--- src/rtl/ddr_arb_pkg.sv ---
// Shared parameters, FSM state encoding and port indices for the DDR arbiter.
// Latency: none (declarations only).
// Backpressure: not applicable.
package ddr_arb_pkg;

   localparam int ADDR_W_DEF = 27;
   localparam int LINE_W_DEF = 128;

   // 2-bit FSM encoding
   localparam logic [1:0] ST_IDLE    = 2'd0;
   localparam logic [1:0] ST_WAIT_RD = 2'd1;
   localparam logic [1:0] ST_WAIT_WR = 2'd2;
   localparam logic [1:0] ST_RESP    = 2'd3;

   // requester port indices
   localparam logic PORT_I = 1'b0;   // instruction cache
   localparam logic PORT_D = 1'b1;   // data cache

endpackage

--- src/rtl/ddr_arb_slot.sv ---
// Single-entry request slot for one requester port of the DDR arbiter.
// Latency: a pulse on an empty slot is held from the next edge on.
// Backpressure: pulses while the slot is occupied are dropped and flagged on err_o.
module ddr_arb_slot
   import ddr_arb_pkg::*;
#(
   parameter int ADDR_W = ADDR_W_DEF,
   parameter int LINE_W = LINE_W_DEF
) (
   input  logic              clk,
   input  logic              rst,
   input  logic              rd_en_i,
   input  logic [ADDR_W-1:0] rd_addr_i,
   input  logic              wr_en_i,
   input  logic [ADDR_W-1:0] wr_addr_i,
   input  logic [LINE_W-1:0] wr_data_i,
   input  logic              clr_i,
   output logic              vld_o,
   output logic              is_wr_o,
   output logic [ADDR_W-1:0] addr_o,
   output logic [LINE_W-1:0] data_o,
   output logic              err_o
);

   logic              vld_q, vld_d;
   logic              wr_q, wr_d;
   logic [ADDR_W-1:0] addr_q, addr_d;
   logic [LINE_W-1:0] data_q, data_d;
   logic              req;

   assign req   = rd_en_i | wr_en_i;
   // an occupied slot (pending or being served) drops new pulses; a
   // simultaneous read+write is also a violation, and the write wins
   assign err_o = (req & vld_q) | (rd_en_i & wr_en_i);

   // next-state: the slot stays valid until the arbiter delivers the fin
   always_comb begin
      vld_d  = vld_q;
      wr_d   = wr_q;
      addr_d = addr_q;
      data_d = data_q;
      if (clr_i) begin
         vld_d  = 1'b0;
         wr_d   = 1'b0;
         addr_d = '0;
         data_d = '0;
      end else if (req && !vld_q) begin
         vld_d  = 1'b1;
         wr_d   = wr_en_i;
         addr_d = wr_en_i ? wr_addr_i : rd_addr_i;
         data_d = wr_en_i ? wr_data_i : '0;
      end
   end

   // slot registers with synchronous reset
   always_ff @(posedge clk) begin
      if (rst) begin
         vld_q  <= 1'b0;
         wr_q   <= 1'b0;
         addr_q <= '0;
         data_q <= '0;
      end else begin
         vld_q  <= vld_d;
         wr_q   <= wr_d;
         addr_q <= addr_d;
         data_q <= data_d;
      end
   end

   assign vld_o   = vld_q;
   assign is_wr_o = wr_q;
   assign addr_o  = addr_q;
   assign data_o  = data_q;

endmodule

--- src/rtl/ddr_arbiter.sv ---
// Two-port (icache/dcache) round-robin arbiter in front of a single DDR command port.
// Latency: request pulse t -> DDR command t+2; DDR fin f -> requester fin f+1.
// Backpressure: one slot per port; one DDR command outstanding; extra pulses dropped + proto_err.
module ddr_arbiter
   import ddr_arb_pkg::*;
#(
   parameter int ADDR_W = ADDR_W_DEF,
   parameter int LINE_W = LINE_W_DEF
) (
   input  logic              clk,
   input  logic              rst,
   input  logic              p0_rd_en,
   input  logic [ADDR_W-1:0] p0_rd_addr,
   input  logic              p0_wr_en,
   input  logic [ADDR_W-1:0] p0_wr_addr,
   input  logic [LINE_W-1:0] p0_wr_data,
   output logic              p0_rd_fin,
   output logic [LINE_W-1:0] p0_rd_data,
   output logic              p0_wr_fin,
   output logic              p0_busy,
   input  logic              p1_rd_en,
   input  logic [ADDR_W-1:0] p1_rd_addr,
   input  logic              p1_wr_en,
   input  logic [ADDR_W-1:0] p1_wr_addr,
   input  logic [LINE_W-1:0] p1_wr_data,
   output logic              p1_rd_fin,
   output logic [LINE_W-1:0] p1_rd_data,
   output logic              p1_wr_fin,
   output logic              p1_busy,
   output logic              ddr_rd_en,
   output logic [ADDR_W-1:0] ddr_rd_addr,
   input  logic              ddr_rd_fin,
   input  logic [LINE_W-1:0] ddr_rd_data,
   output logic              ddr_wr_en,
   output logic [ADDR_W-1:0] ddr_wr_addr,
   output logic [LINE_W-1:0] ddr_wr_data,
   input  logic              ddr_wr_fin,
   output logic              proto_err
);

   logic [1:0]        slot_vld, slot_wr, slot_err, slot_clr;
   logic [ADDR_W-1:0] slot_addr [2];
   logic [LINE_W-1:0] slot_data [2];

   logic [1:0]        state_q, state_d;
   logic              ptr_q, ptr_d, gnt_q, gnt_d;
   logic              ddr_rd_en_q, ddr_rd_en_d, ddr_wr_en_q, ddr_wr_en_d;
   logic [ADDR_W-1:0] ddr_rd_addr_q, ddr_rd_addr_d, ddr_wr_addr_q, ddr_wr_addr_d;
   logic [LINE_W-1:0] ddr_wr_data_q, ddr_wr_data_d;
   logic [1:0]        rd_fin_q, rd_fin_d, wr_fin_q, wr_fin_d;
   logic [LINE_W-1:0] rd_data0_q, rd_data0_d, rd_data1_q, rd_data1_d;
   logic              proto_err_q, proto_err_d;

   logic              done, stray_fin, sel;

   ddr_arb_slot #(.ADDR_W(ADDR_W), .LINE_W(LINE_W)) u_slot0 (
      .clk(clk), .rst(rst),
      .rd_en_i(p0_rd_en), .rd_addr_i(p0_rd_addr),
      .wr_en_i(p0_wr_en), .wr_addr_i(p0_wr_addr), .wr_data_i(p0_wr_data),
      .clr_i(slot_clr[0]),
      .vld_o(slot_vld[0]), .is_wr_o(slot_wr[0]), .addr_o(slot_addr[0]),
      .data_o(slot_data[0]), .err_o(slot_err[0])
   );

   ddr_arb_slot #(.ADDR_W(ADDR_W), .LINE_W(LINE_W)) u_slot1 (
      .clk(clk), .rst(rst),
      .rd_en_i(p1_rd_en), .rd_addr_i(p1_rd_addr),
      .wr_en_i(p1_wr_en), .wr_addr_i(p1_wr_addr), .wr_data_i(p1_wr_data),
      .clr_i(slot_clr[1]),
      .vld_o(slot_vld[1]), .is_wr_o(slot_wr[1]), .addr_o(slot_addr[1]),
      .data_o(slot_data[1]), .err_o(slot_err[1])
   );

   assign done      = ((state_q == ST_WAIT_RD) && ddr_rd_fin) ||
                      ((state_q == ST_WAIT_WR) && ddr_wr_fin);
   // any fin outside the matching WAIT state is a protocol violation
   assign stray_fin = (ddr_rd_fin && (state_q != ST_WAIT_RD)) ||
                      (ddr_wr_fin && (state_q != ST_WAIT_WR));
   assign slot_clr[0] = done && (gnt_q == PORT_I);
   assign slot_clr[1] = done && (gnt_q == PORT_D);
   // round-robin: the pointer only matters when both slots compete
   assign sel = (slot_vld[0] && slot_vld[1]) ? ptr_q : slot_vld[1];

   // arbitration FSM, DDR command generation and response routing
   always_comb begin
      state_d       = state_q;
      ptr_d         = ptr_q;
      gnt_d         = gnt_q;
      ddr_rd_en_d   = 1'b0;
      ddr_wr_en_d   = 1'b0;
      ddr_rd_addr_d = ddr_rd_addr_q;
      ddr_wr_addr_d = ddr_wr_addr_q;
      ddr_wr_data_d = ddr_wr_data_q;
      rd_fin_d      = '0;
      wr_fin_d      = '0;
      rd_data0_d    = '0;
      rd_data1_d    = '0;
      proto_err_d   = proto_err_q | slot_err[0] | slot_err[1] | stray_fin;
      case (state_q)
         ST_IDLE: begin
            if (|slot_vld) begin
               gnt_d = sel;
               ptr_d = ~sel;
               if (slot_wr[sel]) begin
                  ddr_wr_en_d   = 1'b1;
                  ddr_wr_addr_d = slot_addr[sel];
                  ddr_wr_data_d = slot_data[sel];
                  state_d       = ST_WAIT_WR;
               end else begin
                  ddr_rd_en_d   = 1'b1;
                  ddr_rd_addr_d = slot_addr[sel];
                  state_d       = ST_WAIT_RD;
               end
            end
         end
         ST_WAIT_RD: begin
            if (ddr_rd_fin) begin
               rd_fin_d[gnt_q] = 1'b1;
               if (gnt_q == PORT_D) rd_data1_d = ddr_rd_data;
               else                 rd_data0_d = ddr_rd_data;
               ddr_rd_addr_d = '0;
               state_d       = ST_RESP;
            end
         end
         ST_WAIT_WR: begin
            if (ddr_wr_fin) begin
               wr_fin_d[gnt_q] = 1'b1;
               ddr_wr_addr_d   = '0;
               ddr_wr_data_d   = '0;
               state_d         = ST_RESP;
            end
         end
         default: state_d = ST_IDLE;   // RESP: fin/data fall back to 0
      endcase
   end

   // state and output registers with synchronous reset
   always_ff @(posedge clk) begin
      if (rst) begin
         state_q       <= ST_IDLE;
         ptr_q         <= PORT_I;
         gnt_q         <= PORT_I;
         ddr_rd_en_q   <= 1'b0;
         ddr_wr_en_q   <= 1'b0;
         ddr_rd_addr_q <= '0;
         ddr_wr_addr_q <= '0;
         ddr_wr_data_q <= '0;
         rd_fin_q      <= '0;
         wr_fin_q      <= '0;
         rd_data0_q    <= '0;
         rd_data1_q    <= '0;
         proto_err_q   <= 1'b0;
      end else begin
         state_q       <= state_d;
         ptr_q         <= ptr_d;
         gnt_q         <= gnt_d;
         ddr_rd_en_q   <= ddr_rd_en_d;
         ddr_wr_en_q   <= ddr_wr_en_d;
         ddr_rd_addr_q <= ddr_rd_addr_d;
         ddr_wr_addr_q <= ddr_wr_addr_d;
         ddr_wr_data_q <= ddr_wr_data_d;
         rd_fin_q      <= rd_fin_d;
         wr_fin_q      <= wr_fin_d;
         rd_data0_q    <= rd_data0_d;
         rd_data1_q    <= rd_data1_d;
         proto_err_q   <= proto_err_d;
      end
   end

   assign ddr_rd_en   = ddr_rd_en_q;
   assign ddr_rd_addr = ddr_rd_addr_q;
   assign ddr_wr_en   = ddr_wr_en_q;
   assign ddr_wr_addr = ddr_wr_addr_q;
   assign ddr_wr_data = ddr_wr_data_q;
   assign p0_rd_fin   = rd_fin_q[0];
   assign p1_rd_fin   = rd_fin_q[1];
   assign p0_wr_fin   = wr_fin_q[0];
   assign p1_wr_fin   = wr_fin_q[1];
   assign p0_rd_data  = rd_data0_q;
   assign p1_rd_data  = rd_data1_q;
   assign p0_busy     = slot_vld[0];
   assign p1_busy     = slot_vld[1];
   assign proto_err   = proto_err_q;

endmodule
--- config.mk ---
export PLATFORM = sky130hd
export DESIGN_NAME = ddr_arbiter
export DESIGN_NICKNAME = d
export VERILOG_FILES = /design/src/rtl/ddr_arb_pkg.sv /design/src/rtl/ddr_arb_slot.sv /design/src/rtl/ddr_arbiter.sv
export SDC_FILE = /design/constraint.sdc
export NUM_CORES = 1
export LEC_CHECK = 0
export CAP_MARGIN = 20
export CORE_AREA = 2 2 372 374
export DETAILED_ROUTE_END_ITERATION = 16
export DIE_AREA = 0 0 374 376
export PLACE_DENSITY = 0.49
export SYNTH_ARGS = -nofsm -noshare
export SYNTH_HDL_FRONTEND = slang
export SYNTH_SLANG_ARGS = --single-unit
--- constraint.sdc ---
create_clock -name clk -period 3.3 [get_ports clk]
set_input_delay 0.825 -clock clk [delete_from_list [all_inputs] [get_ports clk]]
set_output_delay 0.825 -clock clk [all_outputs]
set_load 0.03 [all_outputs]
==> run_summary.xml <==
<?xml version="1.0" encoding="UTF-8"?>
<metrics>
  <group name="status">
    <metric name="run_status" unit="">finished clean</metric>
  </group>
  <group name="worst_setup_path">
    <metric name="crit_path_max_fanout" unit="">12</metric>
    <metric name="reg2reg_slack" unit="ns">0.93</metric>
    <metric name="crit_path_end_kind" unit="">output pin</metric>
    <metric name="timing.setup.critical_path_class" unit="">reg2out</metric>
    <metric name="startpoint_class_of_the_critical_path" unit="">flop</metric>
    <metric name="regToRegEndpoint" unit="">ddr_wr_data[4]</metric>
    <metric name="timing.critical_path.slowest_cell_delay" unit="ns">0.85</metric>
    <metric name="path_cells" unit="">clkdlybuf4s50_1</metric>
    <metric name="timing.reg2reg.worst_path_depth" unit="">8</metric>
    <metric name="critical-path-slowest-cell" unit="">sky130_fd_sc_hd__clkdlybuf4s50_1</metric>
    <metric name="timing.critical_path.buf_inv" unit="">1</metric>
    <metric name="worstReg2RegStart" unit="">state_q[0]</metric>
    <metric name="critical_path.top_delay_family" unit="">buffers and inverters</metric>
    <metric name="cp.required" unit="ns">2.47</metric>
    <metric name="cp_data_arrival_time" unit="ns">2.27</metric>
  </group>
  <group name="routing">
    <metric name="detail_route.drc_violations" unit="">0</metric>
    <metric name="detail_route.wl_per_cell" unit="um">22.6</metric>
    <metric name="num_vias" unit="">23000</metric>
    <metric name="final_antenna_net_count" unit="">0</metric>
    <metric name="detail_route.first_pass.iterations" unit="">5</metric>
    <metric name="drt-vias-per-instance" unit="">4.23</metric>
    <metric name="totalWireLength" unit="mm">123</metric>
    <metric name="initialDrtViolationCount" unit="">1225</metric>
  </group>
  <group name="pwr">
    <metric name="power_report.internal_total" unit="W">0.0182</metric>
    <metric name="sw_frac_of_total" unit="%">30.4</metric>
    <metric name="seqPwrFrac" unit="%">39.0</metric>
    <metric name="leakage_dissipation" unit="nW">15.4</metric>
    <metric name="power.density" unit="nW/um2">629</metric>
    <metric name="power.clock.fraction" unit="%">40.0</metric>
    <metric name="p_sw" unit="W">0.00794</metric>
    <metric name="power.ir.vdd_worst" unit="mV">0.371</metric>
    <metric name="comb_power_share" unit="%">21.0</metric>
  </group>
  <group name="floorplan">
    <metric name="floorplan.initialDensity" unit="%">19.6</metric>
    <metric name="core_region_area" unit="um2">137000</metric>
    <metric name="die_area" unit="um2">141000</metric>
    <metric name="fp.dieH" unit="um">376</metric>
    <metric name="boundaryPins" unit="">947</metric>
    <metric name="dieWidth" unit="um">374</metric>
    <metric name="floorplan.rows" unit="">136</metric>
  </group>
  <group name="synthesis">
    <metric name="synthTopCellsByArea" unit="">sky130_fd_sc_hd__dfxtp_1 57%, sky130_fd_sc_hd__mux2i_1 7.9%, sky130_fd_sc_hd__and2_1 6.0%, sky130_fd_sc_hd__o2bb2ai_1 5.1%, sky130_fd_sc_hd__a21oi_1 4.9%</metric>
    <metric name="synth.top_cell.area_share" unit="%">57.1</metric>
    <metric name="synth-edff-count" unit="">0</metric>
    <metric name="synth_area_per_cell" unit="um2">9.98</metric>
    <metric name="netlist_top_cells_count" unit="">763 x sky130_fd_sc_hd__dfxtp_1, 290 x sky130_fd_sc_hd__nand2_1, 261 x sky130_fd_sc_hd__a21oi_1</metric>
    <metric name="post-synth-top-count-cell" unit="">sky130_fd_sc_hd__dfxtp_1</metric>
    <metric name="yosysUniqueCellTypes" unit="">42</metric>
    <metric name="ys_ff_latch" unit="">763</metric>
    <metric name="syn_area" unit="um2">26800</metric>
    <metric name="synth_top_flop_cell" unit="">sky130_fd_sc_hd__dfxtp_1</metric>
    <metric name="synth_cells" unit="">2681</metric>
    <metric name="fraction_of_the_yosys_area_taken_by_sequential_cells" unit="%">57.1</metric>
    <metric name="synth_async_sr_flop_share" unit="%">0</metric>
    <metric name="synth_top_area_cell" unit="">sky130_fd_sc_hd__dfxtp_1</metric>
    <metric name="ys.warnings.count" unit="">0</metric>
    <metric name="syn_nets" unit="">3185</metric>
  </group>
  <group name="timing">
    <metric name="worst-slew-pin-transition" unit="ns">0.862</metric>
    <metric name="timing.final.crit_share" unit="%">93.8</metric>
    <metric name="hold_viol" unit="">0</metric>
    <metric name="grt_setup_unrepaired" unit="">false</metric>
    <metric name="fin_tns_setup" unit="ns">0</metric>
    <metric name="timing.slew.headroom" unit="%">42.4</metric>
    <metric name="fin_skew" unit="ns">0.0588</metric>
    <metric name="achievable-frequency" unit="GHz">0.323</metric>
    <metric name="slew_violations" unit="">0</metric>
    <metric name="setup-violations-final" unit="">0</metric>
    <metric name="layout_min_cycle_time" unit="ns">3.09</metric>
  </group>
  <group name="cts">
    <metric name="cts_made_buffers" unit="">88</metric>
    <metric name="tritoncts_num_sinks" unit="">763</metric>
    <metric name="cts_resized" unit="">0</metric>
    <metric name="htree_levels" unit="">3</metric>
    <metric name="clkSlewWorstSetupHoldPaths" unit="ns">0.06</metric>
    <metric name="clk_root_buffer_cell" unit="">sky130_fd_sc_hd__clkbuf_16</metric>
    <metric name="cts_post_setup_buffers_inserted" unit="">0</metric>
    <metric name="hold_bufs_inserted_after_cts" unit="">0</metric>
    <metric name="clock_latency" unit="ns">0.71</metric>
    <metric name="clock_tree_from_tritoncts" unit="">built</metric>
    <metric name="cts_max_path_buffers" unit="">3</metric>
  </group>
  <group name="layout">
    <metric name="num-nets-final" unit="">4069</metric>
    <metric name="synthToLayoutAreaGrowth" unit="%">55.4</metric>
    <metric name="final_util" unit="%">30.4</metric>
    <metric name="drive_above_1_share" unit="%">6.88</metric>
  </group>
  <group name="worst_hold_path">
    <metric name="whs_endpoint" unit="">u_slot1.data_o[34]</metric>
    <metric name="timing.hold.worst_path_depth" unit="">2</metric>
    <metric name="min_path_type" unit="">reg2reg</metric>
    <metric name="min-delay-start" unit="">u_slot1.data_o[34]</metric>
  </group>
  <group name="job">
    <metric name="cap_violations" unit="">0</metric>
  </group>
  <group name="grt">
    <metric name="grtUsageTotal" unit="%">16.8</metric>
    <metric name="grt_pass1_wl" unit="mm">172</metric>
    <metric name="antenna_found_initial" unit="">34</metric>
    <metric name="grt_max_degree" unit="">126</metric>
    <metric name="globalRouteOverflowTotal" unit="">0</metric>
    <metric name="grt_pass1_vias" unit="">23300</metric>
  </group>
  <group name="place">
    <metric name="numPortBuffers" unit="">946</metric>
    <metric name="hpwl" unit="mm">91.8</metric>
    <metric name="gp_congestion" unit="">0.853</metric>
  </group>
</metrics>
==> worst max-delay path by stage <==
| stage | start | endpoint | slack, ns | depth (start not counted) |
|---|---|---|---|---|
| after floorplan | p0_wr_en | u_slot0.data_o[0] | 1.37 | 5 |
| after global placement | rst | ddr_wr_data[111] | 0.50 | 7 |
| after detailed placement | rst | ddr_wr_data[3] | 0.47 | 7 |
| after CTS | u_slot1.vld_o | p1_busy | 0.14 | 1 |
| after global routing | u_slot1.vld_o | p1_busy | 0.09 | 1 |
| final | u_slot1.vld_o | p1_busy | 0.21 | 1 |
==> power groups by stage <==
| stage | registers, W | clock network (W) | logic, W |
|---|---|---|---|
| after global routing | 0.0102 | 0.0111 | 0.00588 |
| after global placement | 0.0104 | 0 | 0.00553 |
| after CTS | 0.0102 | 0.0108 | 0.00557 |
| after floorplan | 0.0107 | 0 | 0.00262 |
| final | 0.0102 | 0.0105 | 0.00549 |
| after detailed placement | 0.0104 | 0 | 0.00556 |
==> routing by layer <==
metal / wire (um) / vias up / GRT usage [%] / share of wire, %
li1: - / 11100 / - / -
met1: 56300 / 11000 / 22.5 / 46
met2: 54100 / 786 / 25.5 / 44
met3: 8840 / 185 / 5.04 / 7.2
met4: 3550 / 26 / 6.03 / 2.9
met5: 138 / - / 0 / 0.11
==> stage by stage <==
step           instance area, um2  worst slack, ns  std cells  hold slack [ns]  total power [W]
2_1_floorplan               26800             1.37       2681            0.431           0.0133
3_3_place_gp                38400            0.501       5269            0.437           0.0159
3_5_place_dp                38400            0.465       5269            0.443           0.0159
4_1_cts                     41500            0.142       5428            0.451           0.0265
5_1_grt                     41600           0.0884       5438            0.465           0.0272
6_report                    41600            0.205       5443            0.448           0.0261
==> layout make-up <==
class	instances	area, um2
Antenna cell	15	37.5
Clock buffer	124	2560
Clock inverter	35	539
Fill cell	14200	95100
Inverter	5	21.3
Multi-Input combinational cell	1676	10400
Sequential cell	763	15300
Tap cell	1794	2240
Timing Repair Buffer	1031	10500
==> cells by family (layout without fill, tap and decap cells) <==
| kind of cell | after synthesis | in the layout | synth area share, % |
|---|---|---|---|
| AOI/OAI and AO/OA | 542 | 542 | 13.5 |
| adders and majority gates | 4 | 4 | 0.187 |
| buffers and inverters | 242 | 1195 | 4.34 |
| DFF | 763 | 763 | 57.1 |
| muxes | 212 | 212 | 7.94 |
| other | 0 | 15 | 0 |
| and+or+nand+nor | 918 | 918 | 16.9 |
==> cells in the final DEF (no fill, tap or decap), drive strengths merged, types with 89 or more instances in the layout <==
| cell | count |
|---|---|
| clkdlybuf4s50 | 942 |
| dfxtp | 763 |
| nand2 | 290 |
| a21oi | 261 |
| nand3 | 258 |
| and2 | 256 |
| mux2i | 211 |
| o2bb2ai | 155 |
| clkbuf | 124 |
| buf | 89 |
==> state kept, by name, summed over array words and instances (netlist names), 27 cells and up <==
name	cells
ddr_rd_addr	27
p0_rd_data	128
u_slot0.addr_o	27
p1_rd_data	128
ddr_wr_addr	27
u_slot1.addr_o	27
u_slot1.data_o	128
ddr_wr_data	128
u_slot0.data_o	128
No activity file was read; power rests on OpenSTA's default activity.
